[src/rtl/ysyx_22041071_rd_arbiter.sv]
// Two-master (IFU/LSU) single-beat read arbiter in front of the AXI read master.
// Define YSYX_22041071_RD_ARB_RR_EN for round-robin arbitration; default is fixed LSU priority.
module ysyx_22041071_rd_arbiter #(
  parameter int unsigned ADDR_W = 64,
  parameter int unsigned DATA_W = 64,
  parameter int unsigned ID_W   = 4,
  parameter int unsigned LEN_W  = 8
) (
  input  logic              clk_i,
  input  logic              reset_i,
  input  logic              ifu_req_valid_i,
  output logic              ifu_req_ready_o,
  input  logic [ADDR_W-1:0] ifu_req_addr_i,
  input  logic [1:0]        ifu_req_size_i,
  output logic              ifu_resp_valid_o,
  output logic [DATA_W-1:0] ifu_resp_data_o,
  output logic [1:0]        ifu_resp_resp_o,
  input  logic              lsu_req_valid_i,
  output logic              lsu_req_ready_o,
  input  logic [ADDR_W-1:0] lsu_req_addr_i,
  input  logic [1:0]        lsu_req_size_i,
  output logic              lsu_resp_valid_o,
  output logic [DATA_W-1:0] lsu_resp_data_o,
  output logic [1:0]        lsu_resp_resp_o,
  output logic              rd_ar_valid_o,
  input  logic              rd_ar_ready_i,
  output logic [ID_W-1:0]   rd_id_o,
  output logic [ADDR_W-1:0] rd_addr_o,
  output logic [LEN_W-1:0]  rd_len_o,
  output logic [1:0]        rd_size_o,
  input  logic              rd_r_valid_i,
  input  logic [DATA_W-1:0] rd_r_data_i,
  input  logic [1:0]        rd_r_resp_i
);

  typedef enum logic [1:0] {StIdle, StIssue, StWait, StResp} state_e;

  state_e              state_q, state_d;
  logic                owner_q;  // 0: IFU, 1: LSU
  logic [ADDR_W-1:0]   addr_q;
  logic [1:0]          size_q;
  logic [DATA_W-1:0]   ifu_data_q, lsu_data_q;
  logic [1:0]          ifu_resp_q, lsu_resp_q;
  logic                grant_ifu, grant_lsu;
  logic                idle, accept, capture;

`ifdef YSYX_22041071_RD_ARB_RR_EN
  logic last_q;  // last granted port: 0 IFU, 1 LSU

  // On a tie the port that was not granted last wins.
  always_comb begin
    grant_lsu = lsu_req_valid_i & (~ifu_req_valid_i | ~last_q);
    grant_ifu = ifu_req_valid_i & (~lsu_req_valid_i | last_q);
  end

  always_ff @(posedge clk_i or posedge reset_i) begin
    if (reset_i) begin
      last_q <= 1'b0;
    end else if (accept) begin
      last_q <= grant_lsu;
    end
  end
`else
  always_comb begin
    grant_lsu = lsu_req_valid_i;
    grant_ifu = ifu_req_valid_i & ~lsu_req_valid_i;
  end
`endif

  // Ready is masked by reset so every output reads 0 while reset is held.
  assign idle    = (state_q == StIdle) & ~reset_i;
  assign accept  = idle & (grant_ifu | grant_lsu);
  assign capture = (state_q == StWait) & rd_r_valid_i;

  always_comb begin
    state_d = state_q;
    unique case (state_q)
      StIdle:  if (accept) state_d = StIssue;
      StIssue: if (rd_ar_ready_i) state_d = StWait;
      StWait:  if (rd_r_valid_i) state_d = StResp;
      StResp:  state_d = StIdle;
      default: state_d = StIdle;
    endcase
  end

  always_ff @(posedge clk_i or posedge reset_i) begin
    if (reset_i) begin
      state_q    <= StIdle;
      owner_q    <= 1'b0;
      addr_q     <= '0;
      size_q     <= '0;
      ifu_data_q <= '0;
      ifu_resp_q <= '0;
      lsu_data_q <= '0;
      lsu_resp_q <= '0;
    end else begin
      state_q <= state_d;
      if (accept) begin
        owner_q <= grant_lsu;
        addr_q  <= grant_lsu ? lsu_req_addr_i : ifu_req_addr_i;
        size_q  <= grant_lsu ? lsu_req_size_i : ifu_req_size_i;
      end
      if (capture) begin
        if (owner_q) begin
          lsu_data_q <= rd_r_data_i;
          lsu_resp_q <= rd_r_resp_i;
        end else begin
          ifu_data_q <= rd_r_data_i;
          ifu_resp_q <= rd_r_resp_i;
        end
      end
    end
  end

  always_comb begin
    ifu_req_ready_o  = idle & grant_ifu;
    lsu_req_ready_o  = idle & grant_lsu;
    rd_ar_valid_o    = (state_q == StIssue);
    rd_id_o          = ID_W'(owner_q);
    rd_addr_o        = addr_q;
    rd_len_o         = '0;
    rd_size_o        = size_q;
    ifu_resp_valid_o = (state_q == StResp) & ~owner_q;
    lsu_resp_valid_o = (state_q == StResp) & owner_q;
    ifu_resp_data_o  = ifu_data_q;
    ifu_resp_resp_o  = ifu_resp_q;
    lsu_resp_data_o  = lsu_data_q;
    lsu_resp_resp_o  = lsu_resp_q;
  end

endmodule

[config.mk]
export PLATFORM = sky130hd
export DESIGN_NAME = ysyx_22041071_rd_arbiter
export DESIGN_NICKNAME = d
export VERILOG_FILES = /design/src/rtl/ysyx_22041071_rd_arbiter.sv
export SDC_FILE = /design/constraint.sdc
export NUM_CORES = 1
export LEC_CHECK = 0
export BUFFER_PORTS_ARGS = -buffer_cell sky130_fd_sc_hd__buf_2
export CORE_AREA = 2 2 164 166
export DETAILED_ROUTE_END_ITERATION = 10
export DIE_AREA = 0 0 166 168
export GPL_ROUTABILITY_DRIVEN = 0
export PLACE_DENSITY = 0.65
export SLEW_MARGIN = 20
export SYNTH_ARGS = -nofsm -noshare
export SYNTH_HDL_FRONTEND = slang
export SYNTH_SLANG_ARGS = --single-unit
[constraint.sdc]
create_clock -name clk_i -period 8.35 [get_ports clk_i]
set_clock_uncertainty 0.05 [all_clocks]
set_input_delay 0.4175 -clock clk_i [delete_from_list [all_inputs] [get_ports clk_i]]
set_output_delay 0.4175 -clock clk_i [all_outputs]
set_load 0.05 [all_outputs]
## Word-level counts from Yosys, hierarchy flattened

Cells that the tools add are included.

| cells by class | value |
|---|---|
| equal/unequal tests | 6 |
| multiplexer cells | 6 |
| bitwise logic cells | 12 |
| reduce and logical (&&, ||, !) cells | 4 |

Operators with widths:

| kind | number |
|---|---|
| 2-to-1 mux 64 bit | 1 |
| AND 1 bit | 8 |
| 2-to-1 mux 2 bit | 4 |
| one-hot mux 2 bit (4 select lines) | 1 |
| equality test 2 bit (second input constant) | 2 |
| inequality test 2 bit (second input constant) | 2 |
| AND reduction 2 bit | 2 |
| NOT 1 bit | 3 |
| AND reduction 3 bit | 1 |
| equality test 2 x 1 -> 1 bit (second input constant) | 1 |
| zero test 2 bit | 1 |
| inequality test 2 x 1 -> 1 bit (second input constant) | 1 |
| OR 1 bit | 1 |

| word-level totals | value |
|---|---|
| register bits after elaboration | 201 |
| input port bits | 204 |
| output and inout port bits | 215 |
| logic and storage cells | 36 |

## Depth between registers and ports, before layout

| logic depth | value |
|---|---|
| depth after elaboration | 6 |
| depth in mapped cells | 9 |
| gate-level depth less buffers | 6 |

## Least setup slack after synthesis

OpenSTA, ideal clock, no wires.

| path | value |
|---|---|
| path type | in2out |
| start point | input lsu_req_valid_i |
| end point | output ifu_req_ready_o |
| arrival | 1431 ps |
| data required time | 7883 ps |
| setup slack | 6452 ps |
| stages on the path | 4 |
| buffers on the path | 3 |
| cells stage by stage | buf_2 > buf_4 > buf_4 > and3b_1 |

| between the ends | value |
|---|---|
| word-level cells in the longest chain between the ends | 3 |

RTL lines:

| item | RTL line | source |
|---|---|---|
| start, declared | 18 | `input logic lsu_req_valid_i,` |
| NOT 1 bit | 66 | `grant_ifu = ifu_req_valid_i & ~lsu_req_valid_i;` |
| AND 1 bit | 66 |  |
| AND 1 bit | 116 | `ifu_req_ready_o = idle & grant_ifu;` |
| end, declared | 12 | `output logic ifu_req_ready_o,` |

Every way passes these cells.

## Final worst setup path

| path | value |
|---|---|
| start point | register state_q[0] |
| end point | register addr_q[24] (netlist: rd_addr_o[24]) |

| between the ends | value |
|---|---|
| word-level cells in the longest chain between the ends | 3 |

RTL lines:

| item | RTL line | source |
|---|---|---|
| start, declared | 38 | `state_e state_q, state_d;` |
| start signal, assigned | 88 | `state_q <= StIdle;` |
| start signal, assigned | 97 | `state_q <= state_d;` |
| zero test 2 bit | 71 | `assign idle = (state_q == StIdle) & ~reset_i;` |
| AND 1 bit | 71 |  |
| AND 1 bit | 72 | `assign accept = idle & (grant_ifu \| grant_lsu);` |
| end signal, assigned | 100 | `addr_q <= grant_lsu ? lsu_req_addr_i : ifu_req_addr_i;` |
| end, declared | 40 | `logic [ADDR_W-1:0] addr_q;` |

Every way passes these cells.
A chain may end at the register's enable or synchronous reset.

==> impl.org <==
** Worst setup path
- The setup path with the least slack is of type reg2reg.
- Along the worst path, the maximum fanout reaches approximately 100.
- Element type at the critical path end :: flop
- Required time worst endpoint :: approximately 8.6 ns
- The worst setup path is launched from a flop.
- Data arrives at the worst endpoint at about 2.8 ns.

** Synthesis
- Synth warn :: 0
- Yosys top cell area share :: 60.34%
- For this run, the register share of the synthesized area comes to between 60 and 70%.
- Mapped Cells :: 604
- Synth Register Bits :: ~200
- After synthesis, the cell types taking the most area are dfrtp_1 (60%), mux2_2 (18%), mux2i_1 (7.9%), a21oi_1 (3.1%), nor2_1 (3.0%).
- A synthesized cell averages approximately 14 µm².
- Area leader, netlist :: dfrtp_1
- In this run, distinct cell masters in the synthesized netlist total 25.
- The cell area that synthesis handed to floorplanning was approximately 0.0083 mm².

** Clocking
- Depth of the CTS H-tree :: 1
- Reg clk slew, reported paths :: about 0.060 ns
- Postcts setup bufs :: 0
- Number of buffers created by CTS :: 22
- Gates resized during post-CTS repair numbered 0.
- TritonCTS built the clock tree.
- CTS Root Buffer Type :: clkbuf_16
- Clock Sinks :: 201
- For this design, the CTS-stage hold fixing added 0 buffers.
- Clock insertion delay at the later pin of the skew report :: 0.50 ns
- In this run the deepest clock path goes through 3 buffers.

** GRT
- The initial antenna violation count is 2.
- Global-route usage over all layers :: 14.76%
- The first global-routing pass estimated 33060 µm of wire.
- Maximum number of pins on one net before global-route repair :: between 100 and 150
- Number of global-route vias before repair :: between 6000 and 7000
- Remaining global-route overflow :: 0

** STA
- The worst path needs between 2 and 3 ns of the cycle, external delays included.
- For the final routed database, the setup TNS stands at 0 ns.
- Final Hold Violating Endpoints :: 0
- Setup violators final :: 0
- For the pin with the worst max-slew slack, the measured transition is roughly 1.0 ns.
- Share of the cycle needed by the critical path after routing :: between 30% and 40%
- Unrepaired setup endpoints after global routing :: no
- Measured against its own limit, the worst slew margin works out to 31.48%.
- Fmax :: roughly 390 MHz
- The total count of max-transition violations in the final report was 0.

** Route
- The routed layout has about 6000 vias.
- Using the TritonRoute via totals, the vias-per-cell ratio works out to 4.456.
- Final routed DRC violation total :: 0
- Detailed router's first-iteration violation count :: between 200 and 300
- The first TritonRoute pass finished after 6 iterations.
- Once detail routing completed, the nets flagged for antenna violations numbered 0.
- Average detailed-routed wire length per instance :: 15.74 µm
- DRT Wirelength :: around 21000 µm

** Floorplan
- The region available for standard cell placement spans about 0.026 mm².
- The die is between 150 and 200 µm wide.
- The floorplan step set the die height to around 170 µm.
- Top-Level Pins :: 419
- Area of the die :: between 0.02 and 0.03 mm²
- Starting Density :: approximately a third
- Num rows :: 60

** Run
- Number of maximum-capacitance constraint violations :: 0

** Cells and area
- Final-layout fill cell count :: around 2500
- For this run, the number of standard cells in the final layout without fillers is approximately 1400.
- Cells with a size suffix above 1 make up roughly three fifths of the layout.
- Post-layout util :: 42.89%
- The final layout contains around 1200 nets.
- Most frequent cells in the layout :: buf_2 (406), dfrtp_1 (201), mux2_2 (133)
- The library cell used most frequently in the layout, excluding fill and tap cells, is buf_2.
- Compared with the post-synthesis result, the final layout area differs by 35.57%.

** Placed design
- HPWL after detailed placement :: ~16000 µm
- Port Buffer Count :: between 400 and 500
- The number of placed instances, taps included, is about 1300.

** Hold path
- HP Class :: in2async

** Outcome
- Run status :: completed
stage by stage:
stage               setup slack (ns)  instance area, µm²  hold WS (ns)
floorplan                      2.400                8373        0.4708
global placement               5.956               10560        0.4303
CTS                            5.830               11290       0.08212
global route                   5.521               11300       0.08935
detailed placement             5.829               10560        0.4368
finish                         5.802               11300       0.06445
sequential cells by signal (all words and copies together) (netlist names):
register,cells
ifu_resp_data_o,64
ifu_resp_resp_o,2
lsu_resp_data_o,64
lsu_resp_resp_o,2
owner_q,1
rd_addr_o,64
rd_size_o,2
state_q,2
kinds of logic (layout without fill, tap and decap cells):
family	count (synthesis)	in the layout	share of synthesized area, %
and+or+nand+nor	75	75	3.738
DFF	201	201	60.34
AOI/OAI and AO/OA	71	71	5.104
adders and majority gates	4	4	0.6004
buffers and inverters	53	453	4.278
other	1	12	0.04499
muxes	199	199	25.89
worst max-delay path, stage by stage, from the launching register on:
cell	delay, ns
dfrtp_1	0.41
inv_1	0.10
ha_1	0.20
nor2b_4	0.21
o21a_4	0.34
buf_4	0.83
a21oi_1	0.17
final timing paths:
path | to | slack [ns] | cells after the start | startpoint
min in group clk_i | ifu_resp_data_o[48]$_DFFE_PP0P_ | 0.11 | 2 | rd_r_data_i[48]
min | owner_q$_DFFE_PP0P_ | 0.06 | 2 | reset_i
min reg2reg | lsu_resp_data_o[63]$_DFFE_PP0P_ | 0.45 | 1 | lsu_resp_data_o[63]$_DFFE_PP0P_
max in group asynchronous | lsu_resp_data_o[61]$_DFFE_PP0P_ | 6.97 | 3 | reset_i
max | rd_addr_o[24]$_DFFE_PP0P_ | 5.80 | 6 | state_q[0]$_DFFE_PP0P_
max reg2reg | rd_addr_o[24]$_DFFE_PP0P_ | 5.80 | 6 | state_q[0]$_DFFE_PP0P_
layer usage:
layer	track usage, %	vias to the layer above	share of wire (%)	wire [µm]
met4	4.045	2	1.8	374
met5	0	-	0.061	13
met1	17.96	2841	39	8412
li1	-	2873	-	-
met2	25.35	296	50	10570
met3	4.654	31	9.2	1967
area by class of cell:
type / count / area [µm²] / share of cell area (%)
Antenna cell: 1 / 2.502 / 0.02214
Inverter: 4 / 22.52 / 0.1993
Tap cell: 341 / 426.7 / 3.775
Clock buffer: 31 / 645.6 / 5.713
Multi-Input combinational cell: 360 / 3007 / 26.61
Timing Repair Buffer: 412 / 2081 / 18.41
Sequential cell: 201 / 5030 / 44.51
Clock inverter: 6 / 86.33 / 0.7640
cells in the mapped netlist:
library cell and number:
dfrtp_1 201, mux2_2 133, mux2i_1 66, nor2_1 66, a21oi_1 52, buf_2 21
buf_4 20, a21oi_2 14, buf_6 7, ha_1 4, inv_1 4, and2_1 2
nor2b_1 2, a21o_1 1, a221oi_1 1, and3b_1 1, clkbuf_4 1, conb_1 1
nand2_1 1, nand3_1 1, nand3b_1 1, nor2b_4 1, o21a_1 1, o21ai_2 1
o32a_1 1
Power is not shown: default switching activity piles up to over one toggle a cycle in this logic, so the estimate is an artifact.
